File: config.mk
export PLATFORM = sky130hd
export DESIGN_NAME = counter_jk
export DESIGN_NICKNAME = d
export VERILOG_FILES = /design/src/rtl/counter_jk_pkg.sv /design/src/rtl/counter_jk_cell.sv /design/src/rtl/counter_jk.sv
export SDC_FILE = /design/constraint.sdc
export NUM_CORES = 1
export LEC_CHECK = 0
export ABC_CLOCK_PERIOD_IN_PS = 1550
export CORE_MARGIN = 3
export CORE_UTILIZATION = 40
export DETAILED_ROUTE_END_ITERATION = 16
export HOLD_SLACK_MARGIN = 0.15
export PLACE_DENSITY = 0.77
export SLEW_MARGIN = 20
export SYNTH_ARGS = -nofsm -noshare
export SYNTH_HDL_FRONTEND = slang
export SYNTH_SLANG_ARGS = --single-unit
File: constraint.sdc
create_clock -name clockpulse -period 1.55 [get_ports clockpulse]
set_clock_uncertainty 0.15 [all_clocks]
set_input_delay 0.2325 -clock clockpulse [delete_from_list [all_inputs] [get_ports clockpulse]]
set_output_delay 0.2325 -clock clockpulse [all_outputs]
set_load 0.01 [all_outputs]
File: src/rtl/counter_jk_pkg.sv
// Shared definitions for the counter_jk block: mode codes and the JK action encoding.
package counter_jk_pkg;

  localparam logic [1:0] MODE_JK    = 2'b00;
  localparam logic [1:0] MODE_UP    = 2'b01;
  localparam logic [1:0] MODE_DOWN  = 2'b10;
  localparam logic [1:0] MODE_SHIFT = 2'b11;

  // Encoding matches the {J,K} pair, so a cell can cast its inputs directly.
  typedef enum logic [1:0] {
    JK_HOLD   = 2'b00,
    JK_RESET  = 2'b01,
    JK_SET    = 2'b10,
    JK_TOGGLE = 2'b11
  } jk_action_e;

  function automatic logic jk_next(input logic q, input jk_action_e action);
    logic nxt;
    nxt = q;
    case (action)
      JK_HOLD:   nxt = q;
      JK_RESET:  nxt = 1'b0;
      JK_SET:    nxt = 1'b1;
      JK_TOGGLE: nxt = ~q;
      default:   nxt = q;
    endcase
    return nxt;
  endfunction

endpackage

File: src/rtl/counter_jk_cell.sv
// Single JK flip-flop bit with asynchronous active-low clear.
// COUNTER_JK_PRESET_EN adds an asynchronous active-low preset_ (clear_ has priority).
module jk_cell
  import counter_jk_pkg::*;
(
  input  logic clockpulse,
  input  logic clear_,
`ifdef COUNTER_JK_PRESET_EN
  input  logic preset_,
`endif
  input  logic j,
  input  logic k,
  output logic q,
  output logic q_
);

  jk_action_e action;
  assign action = jk_action_e'({j, k});

`ifdef COUNTER_JK_PRESET_EN
  always_ff @(posedge clockpulse or negedge clear_ or negedge preset_) begin
    if (!clear_) begin
      q <= 1'b0;
    end else if (!preset_) begin
      q <= 1'b1;
    end else begin
      q <= jk_next(q, action);
    end
  end
`else
  // NOTE: sequential state uses non-blocking assignments so every cell samples
  // its neighbours' pre-edge values, which the counter and shift chains rely on.
  always_ff @(posedge clockpulse or negedge clear_) begin
    if (!clear_) begin
      q <= 1'b0;
    end else begin
      q <= jk_next(q, action);
    end
  end
`endif

  assign q_ = ~q;

endmodule

File: src/rtl/counter_jk.sv
// WIDTH-bit JK register/counter: raw JK, up-count, down-count or shift-left per mode.
// Define COUNTER_JK_PRESET_EN to add the asynchronous active-low preset_ port.
module counter_jk
  import counter_jk_pkg::*;
#(
  parameter int WIDTH = 4
) (
  input  logic             clockpulse,
  input  logic             clear_,
`ifdef COUNTER_JK_PRESET_EN
  input  logic             preset_,
`endif
  input  logic             enable,
  input  logic [1:0]       mode,
  input  logic [WIDTH-1:0] jack,
  input  logic [WIDTH-1:0] kilby,
  input  logic             serial_in,
  output logic [WIDTH-1:0] signal_q,
  output logic [WIDTH-1:0] signal_q_,
  output logic             terminal
);

  logic [WIDTH-1:0] j_vec;
  logic [WIDTH-1:0] k_vec;
  logic [WIDTH-1:0] ones_below;
  logic [WIDTH-1:0] zeros_below;
  logic [WIDTH-1:0] shift_d;

  // Bit i toggles when every lower bit is 1 (up) or 0 (down); bit 0 always does.
  always_comb begin
    logic [WIDTH-1:0] mask;
    mask        = '0;
    ones_below  = '0;
    zeros_below = '0;
    for (int i = 0; i < WIDTH; i++) begin
      mask           = (WIDTH'(1) << i) - WIDTH'(1);
      ones_below[i]  = &(signal_q | ~mask);
      zeros_below[i] = ~|(signal_q & mask);
    end
  end

  assign shift_d = {signal_q[WIDTH-2:0], serial_in};

  // NOTE: defaults first so every path assigns j_vec/k_vec and no latch is inferred.
  always_comb begin
    j_vec = '0;
    k_vec = '0;
    if (enable) begin
      case (mode)
        MODE_JK: begin
          j_vec = jack;
          k_vec = kilby;
        end
        MODE_UP: begin
          j_vec = ones_below;
          k_vec = ones_below;
        end
        MODE_DOWN: begin
          j_vec = zeros_below;
          k_vec = zeros_below;
        end
        MODE_SHIFT: begin
          j_vec = shift_d;
          k_vec = ~shift_d;
        end
        default: begin
          j_vec = '0;
          k_vec = '0;
        end
      endcase
    end
  end

  for (genvar i = 0; i < WIDTH; i++) begin : g_cell
    jk_cell u_cell (
      .clockpulse (clockpulse),
      .clear_     (clear_),
`ifdef COUNTER_JK_PRESET_EN
      .preset_    (preset_),
`endif
      .j          (j_vec[i]),
      .k          (k_vec[i]),
      .q          (signal_q[i]),
      .q_         (signal_q_[i])
    );
  end

  // clear_ gates the flag directly so it drops the instant reset asserts.
  assign terminal = clear_ & enable &
                    (((mode == MODE_UP)   & (&signal_q)) |
                     ((mode == MODE_DOWN) & ~(|signal_q)));

endmodule
==> results of run 1 <==
kinds of logic after synthesis:
group	share of synthesized area
AOI/OAI and AO/OA	0.2530
and+or+nand+nor	0.2458
muxes	0.05011
buffers and inverters	0.2601
DFF	0.1909
routing by layer:
layer	share of wire	vias up	wire, um	global-route usage
met5	0	-	0	0
met1	0.42	293	632	0.1714
li1	-	289	-	-
met4	0.039	0	59	0.1677
met2	0.46	39	686	0.2827
met3	0.081	6	122	0.01288
what timing repair did:
| item | in CTS | in global routing |
|---|---|---|
| resized for setup | 20 | 12 |
| hold endpoints to repair | 4 | 0 |
| pin swaps | 3 | 4 |
| hold buffers | 1 | 0 |
| endpoints found under the setup margin | 13 | 6 |
| buffers inserted | 2 | 2 |
power groups by stage:
stage / clock (mW) / combinational, mW / sequential, mW
floorplan: 0 / 0.428 / 0.189
global placement: 0 / 0.655 / 0.201
detailed placement: 0 / 0.666 / 0.207
CTS: 0.136 / 0.648 / 0.208
global route: 0.142 / 0.751 / 0.214
finish: 0.133 / 0.706 / 0.210
synthesized netlist by cell type, types with 2 or more instances:
| cell | count |
|---|---|
| inv_1 | 5 |
| nor2_1 | 2 |
| nand3_1 | 3 |
| o31ai_1 | 4 |
| buf_4 | 9 |
| nor3_1 | 5 |
| and3_1 | 3 |
| nand2_1 | 4 |
| buf_6 | 4 |
| dfrtp_1 | 4 |
worst min-delay path by stage:
stage	start	to	cells past startpoint
finish	g_cell[2].u_cell.q	g_cell[2].u_cell.q	2
global route	g_cell[2].u_cell.q	g_cell[2].u_cell.q	2
CTS	g_cell[2].u_cell.q	g_cell[2].u_cell.q	2
detailed placement	clear_	g_cell[1].u_cell.q	2
global placement	clear_	g_cell[3].u_cell.q	2
floorplan	clear_	g_cell[0].u_cell.q	0
area by class of cell:
type                            instances  area [um^2]
Tap cell                               14        17.52
Timing Repair Buffer                   43        362.8
Multi-Input combinational cell         40        314.1
Sequential cell                         4        103.9
Fill cell                             102        331.6
Clock buffer                            3        22.52
Inverter                                5        18.77
placed cells by master, fill, tap and decap left out, types with 2 or more instances in the layout:
master	Yosys	routed
dfrtp_2	0	3
inv_2	0	2
and3_1	3	2
nand3_1	3	3
dlygate4sd2_1	0	5
nor3_1	5	5
nand2_1	4	4
inv_1	5	3
buf_2	1	2
clkdlybuf4s50_1	0	12
o31ai_1	4	3
clkbuf_4	0	3
buf_4	9	20
nor2_1	2	2
worst max-delay path: stages, from the launching register on:
cell and delay [ps]:
dfrtp_2 420, nor4_4 310, nand3_1 140, o31ai_2 70, and3_1 190, buf_2 130
==> qor.yml, run 1 <==
reg2reg_to: "g_cell[1].u_cell.q"
gp_congestion: 0.7907
cts.sinks: 4
dp_cells: 101
crit_path_end_kind: "output pin"
synth-seq-cells: 4
setup_violations: 3
outcome: "complete, but fails checks"
routed_wl_um: 1502
power_density_nw_per_um2: 1249
worstSetupPathType: "register to output pin"
synth_edf_count: 0
drt-pass1-iter-count: 4
yosys_warnings: 0
r2r-start: "g_cell[0].u_cell.q"
clock.fmax_mhz: 529.7
worst_pin_slew_ps: 353.4
cp_data_required_time_ps: 1170
htreeDepth: 1
switchingPower_uw: 420.3
drtIter0Drc: 12
finalSetupTns_ps: -388.3
synth_flop_cell: "dfrtp_1"
routed-via-count: 627
power_frac_seq: 0.200
die_w_um: 42.20
synth_cell_type_count: 30
holdWs_ps: 487.3
avgSynthCellArea_um2: 8.321
regToRegSetupSlack_ps: -30
grt_remaining_overflow: 0
cts_tree: "built"
fin_cells: 109
worstHoldPathType: "register to register"
yosysSeqAreaShare: 0.1909
grt_max_degree: 17
maxCapViolations: 0
postRouteAntennaNets: 0
largest_reg_flops: 4
clkTransAtPathRegs_ps: 40
swShare: 0.4010
finalNetCount: 111
grt_antenna_before_repair: 0
violations: "setup timing"
die_y_um: 42.20
slew_headroom: 0.7624
hold_violations: 0
timing.critical_path.from: "g_cell[0].u_cell.q"
critical_path.max_fanout: 3
design_area_um2: 839.6
async_flop_share: 1.000
cts_buffers: 3
place_ws_ps: -819.1
synth_area_leader_cell: "dfrtp_1"
timing.final.crit_share: 1.218
internal_power_uw: 627.9
grt.total_usage: 0.1661
fin_ws_ps: -337.7
initial_core_util: 0.4476
syn_nets: 77
clk_latency_ps: 240
grt_pass1_vias: 567
pwr-share-comb: 0.673
boundaryPins: 23
critPathLaunchType: "register"
viasPerCell: 5.752
maxSlewViolCount: 0
power_leakage_nw: 0.3924
cts_buffer_depth: 2
critPathCapture: "terminal"
place_area_um2: 764.5
wire_per_inst_um: 13.78
reg.largest.list: "g_cell.u_cell.q: 4 flops"
rows: 12
period_needed_ps: 1888
p_total_mw: 1.048
n_antenna_cell: 0
crit_arrival_ps: 1510
synth_cells: 63
grt_first_pass_wirelength_um: 2221
drive_above_1_share: 0.4211
reg2reg_depth: 6
rsz0062_at_grt: "true"
clkPwrFrac: 0.126
numPortBuffers: 22
design.core.area_um2: 1171
route.detailed.drc: 0
synth_top_area_share: 0.1909
die_area_um2: 1781
final_util: 0.7169
area_growth_pct: 60.14
synth_area_leaders: "dfrtp_1 19%, buf_4 13%, buf_6 8.6%, o31ai_1 5.7%, nor3_1 4.8%"
synth_area_um2: 524.3
post-dp-hpwl_um: 1049
root_buffer: "clkbuf_4"
ir_worst_vdd_uv: 561.2
top_register: "g_cell.u_cell.q"
No activity file was read; power rests on OpenSTA's default activity.
==> run 2, diff against run 1 <==
--- a/config.mk
+++ b/config.mk
@@ -6,11 +6,12 @@
 export NUM_CORES = 1
 export LEC_CHECK = 0
 export ABC_CLOCK_PERIOD_IN_PS = 1550
+export CAP_MARGIN = 0
 export CORE_MARGIN = 3
 export CORE_UTILIZATION = 40
 export DETAILED_ROUTE_END_ITERATION = 16
 export HOLD_SLACK_MARGIN = 0.15
-export PLACE_DENSITY = 0.77
+export PLACE_DENSITY = 0.74
 export SLEW_MARGIN = 20
 export SYNTH_ARGS = -nofsm -noshare
 export SYNTH_HDL_FRONTEND = slang
==> run 2 against run 1 <==
  * The run still ends with setup timing left
  * Power decreased by 5.3%
  * Clock power barely moved
  * Cell count is 0.92% lower
  * Combinational power down 7.6%
  * Routed wire length fell by 4.9%
  * Sequential cell count is the same
  * Count of clock-buffer cells in the layout stayed put
  * Critical endpoint unchanged
==> qor.yml, run 2 (synthesis results as in run 1) <==
hold_violations: 0  # unchanged
grt_max_degree: 14  # was 17
final_common_cell: "buf_4"  # unchanged
ctsHoldBuffers: 0  # was 1
grt_pass1_vias: 553  # was 567
holdWs_ps: 187.5  # was 487.3 ps
cts_buffer_depth: 2  # unchanged
regToRegSetupSlack_ps: 0  # was -30 ps
n_fill_cell: 98  # was 102
post-dp-hpwl_um: 1090  # was 1049 um
n_antenna_cell: 0  # unchanged
fin_ws_ps: -236.1  # was -337.7 ps
drive_above_1_share: 0.3723  # was 0.4211
clk_latency_ps: 240  # about the same
timing.final.crit_share: 1.152  # was 1.218
critPathLaunchType: "register"  # unchanged
period_needed_ps: 1786  # was 1888 ps
cts_tree: "built"  # unchanged
root_buffer: "clkbuf_4"  # unchanged
gp_congestion: 0.8091  # was 0.7907
rows: 12  # unchanged
r2r-start: "g_cell[0].u_cell.q"  # unchanged
route.detailed.drc: 0  # unchanged
outcome: "complete, but fails checks"  # unchanged
final_util: 0.6848  # was 0.7169
crit_path_end_kind: "output pin"  # unchanged
slew_headroom: 0.7835  # was 0.7624
area_growth_pct: 52.98  # was 60.14%
die_area_um2: 1781  # unchanged
reg2reg_to: "g_cell[1].u_cell.q"  # unchanged
initial_core_util: 0.4476  # unchanged
rsz0062_at_grt: "true"  # unchanged
final_cell_mix: "19 x buf_4, 12 x clkdlybuf4s50_1, 6 x dlygate4sd2_1"  # was 20 x buf_4, 12 x clkdlybuf4s50_1, 5 x nor3_1, 5 x dlygate4sd2_1, 4 x nand2_1
power_leakage_nw: 0.3760  # was 0.3924 nW
maxSlewViolCount: 0  # unchanged
design_area_um2: 802.0  # was 839.6 um^2
postRouteAntennaNets: 0  # unchanged
cts_buffers: 3  # unchanged
die_y_um: 42.20  # unchanged
crit_arrival_ps: 1400  # was 1510 ps
numPortBuffers: 22  # unchanged
cts.sinks: 4  # unchanged
routed_wl_um: 1428  # was 1502 um
power_density_nw_per_um2: 1237  # was 1249 nW/um^2
grt_first_pass_wirelength_um: 2346  # was 2221 um
setup_violations: 2  # was 3
maxCapViolations: 0  # unchanged
place_ws_ps: -764.2  # was -819.1 ps
cp_data_required_time_ps: 1170  # about the same
place_area_um2: 764.5  # unchanged
grt_remaining_overflow: 0  # unchanged
critical_path.max_fanout: 3  # unchanged
violations: "setup timing"  # unchanged
worstSetupPathType: "register to output pin"  # unchanged
drt-pass1-iter-count: 4  # unchanged
routed-via-count: 585  # was 627
clkTransAtPathRegs_ps: 40  # about the same
worst_pin_slew_ps: 320.6  # was 353.4 ps
finalNetCount: 110  # was 111
reg.largest.list: "g_cell.u_cell.q: 4 flops"  # unchanged
worstHoldPathType: "primary input to async pin"  # was register to register
drtIter0Drc: 19  # was 12
reg2reg_depth: 6  # unchanged
boundaryPins: 23  # unchanged
grt_antenna_before_repair: 0  # unchanged
die_w_um: 42.20  # unchanged
top_register: "g_cell.u_cell.q"  # unchanged
clock.fmax_mhz: 559.9  # was 529.7 MHz
wire_per_inst_um: 13.22  # was 13.78 um
design.core.area_um2: 1171  # unchanged
htreeDepth: 1  # unchanged
grt.total_usage: 0.1754  # was 0.1661
largest_reg_flops: 4  # unchanged
viasPerCell: 5.417  # was 5.752
ir_worst_vdd_uv: 515.2  # was 561.2 uV
==> run 2: cell count changes in the layout (fill, tap and decap cells not counted), sizes merged <==
cell and delta:
buf -1, clkdlybuf4s15 +1, dlygate4sd3 -1, dlymetal6s2s -1
dlygate4sd2 +1
==> run 2: area by class of cell <==
type / count / area [um^2] / area share
multi-input combinational: 40 / 287.8 / 0.3588
tap: 14 / 17.52 / 0.02184
clock buffer: 3 / 22.52 / 0.02808
sequential: 4 / 103.9 / 0.1295
timing repair buffer: 42 / 351.6 / 0.4384
inverter: 5 / 18.77 / 0.02340
==> run 2: power by group <==
group	internal (mW)	switching (mW)	total (mW)
combinational	0.364	0.288	0.652
clock	0.0868	0.0450	0.132
sequential	0.153	0.0556	0.209
==> run 2: worst max path at each step <==
stage	startpoint	endpoint	slack, ps	cells past startpoint
after floorplan	g_cell[0].u_cell.q	terminal	20	5
after detailed placement	mode[0]	terminal	-760	6
after global routing	g_cell[0].u_cell.q	terminal	-300	5
after global placement	mode[0]	terminal	-740	6
after CTS	g_cell[2].u_cell.q	terminal	-250	5
final	g_cell[0].u_cell.q	terminal	-240	5
==> run 2: worst max-delay path: stages, from the launching register on <==
cell	delay, ps
dfrtp_2	420
nor4_4	270
nand3_1	100
o31ai_1	70
and3_1	170
buf_2	130
==> run 2: layer usage <==
layer,vias up,global-route usage,part of all wire
met5,-,0,0
met4,0,0.1615,0.039
met3,6,0,0.076
met2,30,0.2766,0.49
met1,264,0.2137,0.39
li1,285,-,-
==> run 2: through the flow <==
step | std cells | TNS (ps) | power (mW)
6_report | 108 | -236.7 | 0.9924
5_1_grt | 108 | -346.5 | 1.061
4_1_cts | 106 | -246.7 | 0.9747
3_5_place_dp | 101 | -1981 | 0.8621
3_3_place_gp | 101 | -1846 | 0.8535
2_1_floorplan | 63 | 0 | 0.6170
==> run 2: timing repair <==
| action | CTS | global route |
|---|---|---|
| setup buffers | 2 | 2 |
| pin swaps | 2 | 3 |
| gates resized for setup | 17 | 8 |
| setup endpoints to repair | 11 | 5 |
==> run 3, diff against run 2 <==
--- a/config.mk
+++ b/config.mk
@@ -5,13 +5,14 @@
 export SDC_FILE = /design/constraint.sdc
 export NUM_CORES = 1
 export LEC_CHECK = 0
-export ABC_CLOCK_PERIOD_IN_PS = 1550
-export CAP_MARGIN = 0
+export ABC_CLOCK_PERIOD_IN_PS = 1600
+export CAP_MARGIN = 20
 export CORE_MARGIN = 3
-export CORE_UTILIZATION = 40
+export CORE_UTILIZATION = 36
 export DETAILED_ROUTE_END_ITERATION = 16
+export GPL_TIMING_DRIVEN = 1
 export HOLD_SLACK_MARGIN = 0.15
-export PLACE_DENSITY = 0.74
+export PLACE_DENSITY = 0.7
 export SLEW_MARGIN = 20
 export SYNTH_ARGS = -nofsm -noshare
 export SYNTH_HDL_FRONTEND = slang
==> constraint.sdc (replaced) <==
create_clock -name clockpulse -period 1.6 [get_ports clockpulse]
set_clock_uncertainty 0.15 [all_clocks]
set_input_delay 0.24 -clock clockpulse [delete_from_list [all_inputs] [get_ports clockpulse]]
set_output_delay 0.24 -clock clockpulse [all_outputs]
set_load 0.01 [all_outputs]
==> run 3 against run 2 <==
  * The flow still finishes with violations (setup timing)
  * Critical path depth stayed put
  * Power down 2.8%
  * Core utilization is 8.3 points lower
  * Global-route usage decreased by 2.6 points
  * Clock power hardly changed
  * Sequential share of layout area decreased by 0.18 points
  * Worst setup slack improved by 42 ps
  * Critical path type unchanged
==> qor.yml, run 3 (synthesis results as in run 1) <==
top_register: "g_cell.u_cell.q"  # unchanged
die_w_um: 44.16  # was 42.20 um
worst_pin_slew_ps: 284.8  # was 320.6 ps
n_antenna_cell: 0  # unchanged
cts_buffers: 3  # unchanged
area_growth_pct: 53.22  # was 52.98%
wl_met1_um: 550  # was 564 um
fin_cells: 107  # was 108
largest_reg_flops: 4  # unchanged
numPortBuffers: 22  # unchanged
dr.max_layer_used: "met4"  # unchanged
drt-pass1-iter-count: 4  # unchanged
grt_first_pass_wirelength_um: 2125  # was 2346 um
worstSetupPathType: "register to output pin"  # unchanged
slew_headroom: 0.8077  # was 0.7835
reg.largest.list: "g_cell.u_cell.q: 4 flops"  # unchanged
drtIter0Drc: 15  # was 19
swShare: 0.3899  # was 0.3916
pwr-share-comb: 0.659  # was 0.657
worstHoldStart: "g_cell[1].u_cell.q"
timing.critical_path.from: "g_cell[0].u_cell.q"  # unchanged
grt_max_degree: 13  # was 14
initial_core_util: 0.3931  # was 0.4476
crit_path_end_kind: "output pin"  # unchanged
wl_met3_um: 82  # was 108 um
crit_arrival_ps: 1400  # about the same
post-dp-hpwl_um: 1029  # was 1090 um
htreeDepth: 1  # unchanged
holdWs_ps: 501.2  # was 187.5 ps
p_total_uw: 964.3  # was 992.4 uW
boundaryPins: 23  # unchanged
rsz0062_at_grt: "true"  # unchanged
worstHoldPathType: "register to register"  # was primary input to async pin
clk_latency_ps: 230  # was 240 ps
clkPwrFrac: 0.136  # was 0.133
cts_tree: "built"  # unchanged
violations: "setup timing"  # unchanged
cts_buffer_depth: 2  # unchanged
power_leakage_nw: 0.3701  # was 0.3760 nW
hold_violations: 0  # unchanged
switchingPower_uw: 376.0  # was 388.7 uW
reg2reg_to: "g_cell[3].u_cell.q"  # was g_cell[1].u_cell.q
outcome: "complete, but fails checks"  # unchanged
routed-via-count: 561  # was 585
setup_violations: 1  # was 2
drive_above_1_share: 0.3370  # was 0.3723
viasPerCell: 5.243  # was 5.417
root_buffer: "clkbuf_4"  # unchanged
die_area_um2: 1950  # was 1781 um^2
grt_antenna_before_repair: 0  # unchanged
cp_data_required_time_ps: 1210  # was 1170 ps
finalSetupTns_ps: -194.6  # was -236.7 ps
grt_pass1_vias: 506  # was 553
hold_path_depth: 2
design.core.area_um2: 1334  # was 1171 um^2
clock.fmax_mhz: 557.2
maxSlewViolCount: 0  # unchanged
cts.sinks: 4  # unchanged
ir_worst_vdd_uv: 484.6  # was 515.2 uV
regToRegSetupSlack_ps: 70  # was 0 ps
r2r-start: "g_cell[2].u_cell.q"  # was g_cell[0].u_cell.q
postRouteAntennaNets: 0  # unchanged
multi_input_area_um2: 294.0  # was 287.8 um^2
die_y_um: 44.16  # was 42.20 um
power_density_nw_per_um2: 1200  # was 1237 nW/um^2
finalNetCount: 108  # was 110
final_cell_mix: "14 x buf_4, 12 x clkdlybuf4s50_1, 6 x dlygate4sd2_1"  # was 19 x buf_4, 12 x clkdlybuf4s50_1, 6 x dlygate4sd2_1
routed_wl_um: 1312  # was 1428 um
maxCapViolations: 0  # unchanged
rows: 13  # was 12
gp_congestion: 0.7541  # was 0.8091
n_fill_cell: 135  # was 98
power_frac_seq: 0.205  # was 0.210
grt_remaining_overflow: 0  # unchanged
clkTransAtPathRegs_ps: 30  # was 40 ps
dp_cells: 98  # was 101
wl_met2_um: 664  # was 699 um
seq_area_um2: 102.6  # was 103.9 um^2
grt.total_usage: 0.1495  # was 0.1754
final_util: 0.6023  # was 0.6848
critPathCapture: "terminal"  # unchanged
reg2reg_depth: 6  # unchanged
critPathLaunchType: "register"  # unchanged
fin_ws_ps: -194.6  # was -236.1 ps
internal_power_uw: 588.3  # was 603.7 uW
timing.final.crit_share: 1.122
period_needed_ps: 1795
wire_per_inst_um: 12.26  # was 13.22 um
critical_path.max_fanout: 2  # was 3
final_common_cell: "buf_4"  # unchanged
route.detailed.drc: 0  # unchanged
==> run 3: final cells by class <==
type / instances / area share
clock buffer: 3 / 0.02804
timing repair buffer: 40 / 0.4315
inverter: 5 / 0.02336
multi-input combinational: 40 / 0.3660
tap: 15 / 0.02336
sequential: 4 / 0.1277
==> run 3: worst min path at each step <==
stage	slack (ps)	end
floorplan	-210	g_cell[0].u_cell.q
global placement	400	g_cell[2].u_cell.q
detailed placement	400	g_cell[2].u_cell.q
CTS	500	g_cell[0].u_cell.q
global route	530	g_cell[1].u_cell.q
finish	500	g_cell[1].u_cell.q
==> run 3: power by group through the flow <==
| stage | Combinational (mW) | Clock [mW] | Sequential, mW |
|---|---|---|---|
| finish | 0.636 | 0.131 | 0.197 |
| global route | 0.692 | 0.139 | 0.201 |
| floorplan | 0.414 | 0 | 0.183 |
| detailed placement | 0.606 | 0 | 0.195 |
| global placement | 0.598 | 0 | 0.191 |
| CTS | 0.601 | 0.136 | 0.192 |
==> run 3: timing repair <==
item | CTS | global route
pin swaps | 3 | 2
hold buffers | 1 | 0
buffers inserted | 3 | 2
endpoints found under the setup margin | 11 | 4
endpoints found under the hold margin | 4 | 0
gates resized for setup | 18 | 7
==> run 3: per-stage QoR <==
stage               setup slack (ps)  area [um^2]
floorplan                      62.04        524.3
global placement              -743.6        735.7
finish                        -194.6        803.3
CTS                           -234.7        778.2
detailed placement            -789.8        735.7
global route                  -250.0        803.3
==> run 3: worst max-delay path: stages, from the launching register on <==
cell     delay (ps)
dfrtp_1         390
nor4_4          290
nand3_1         110
o31ai_1          80
and3_1          170
buf_2           120
==> run 3: routing by layer <==
layer  vias up  track usage
met4         0      0.09036
met5         -            0
met3         2      0.03659
met2        20       0.2529
met1       259       0.1675
li1        280            -
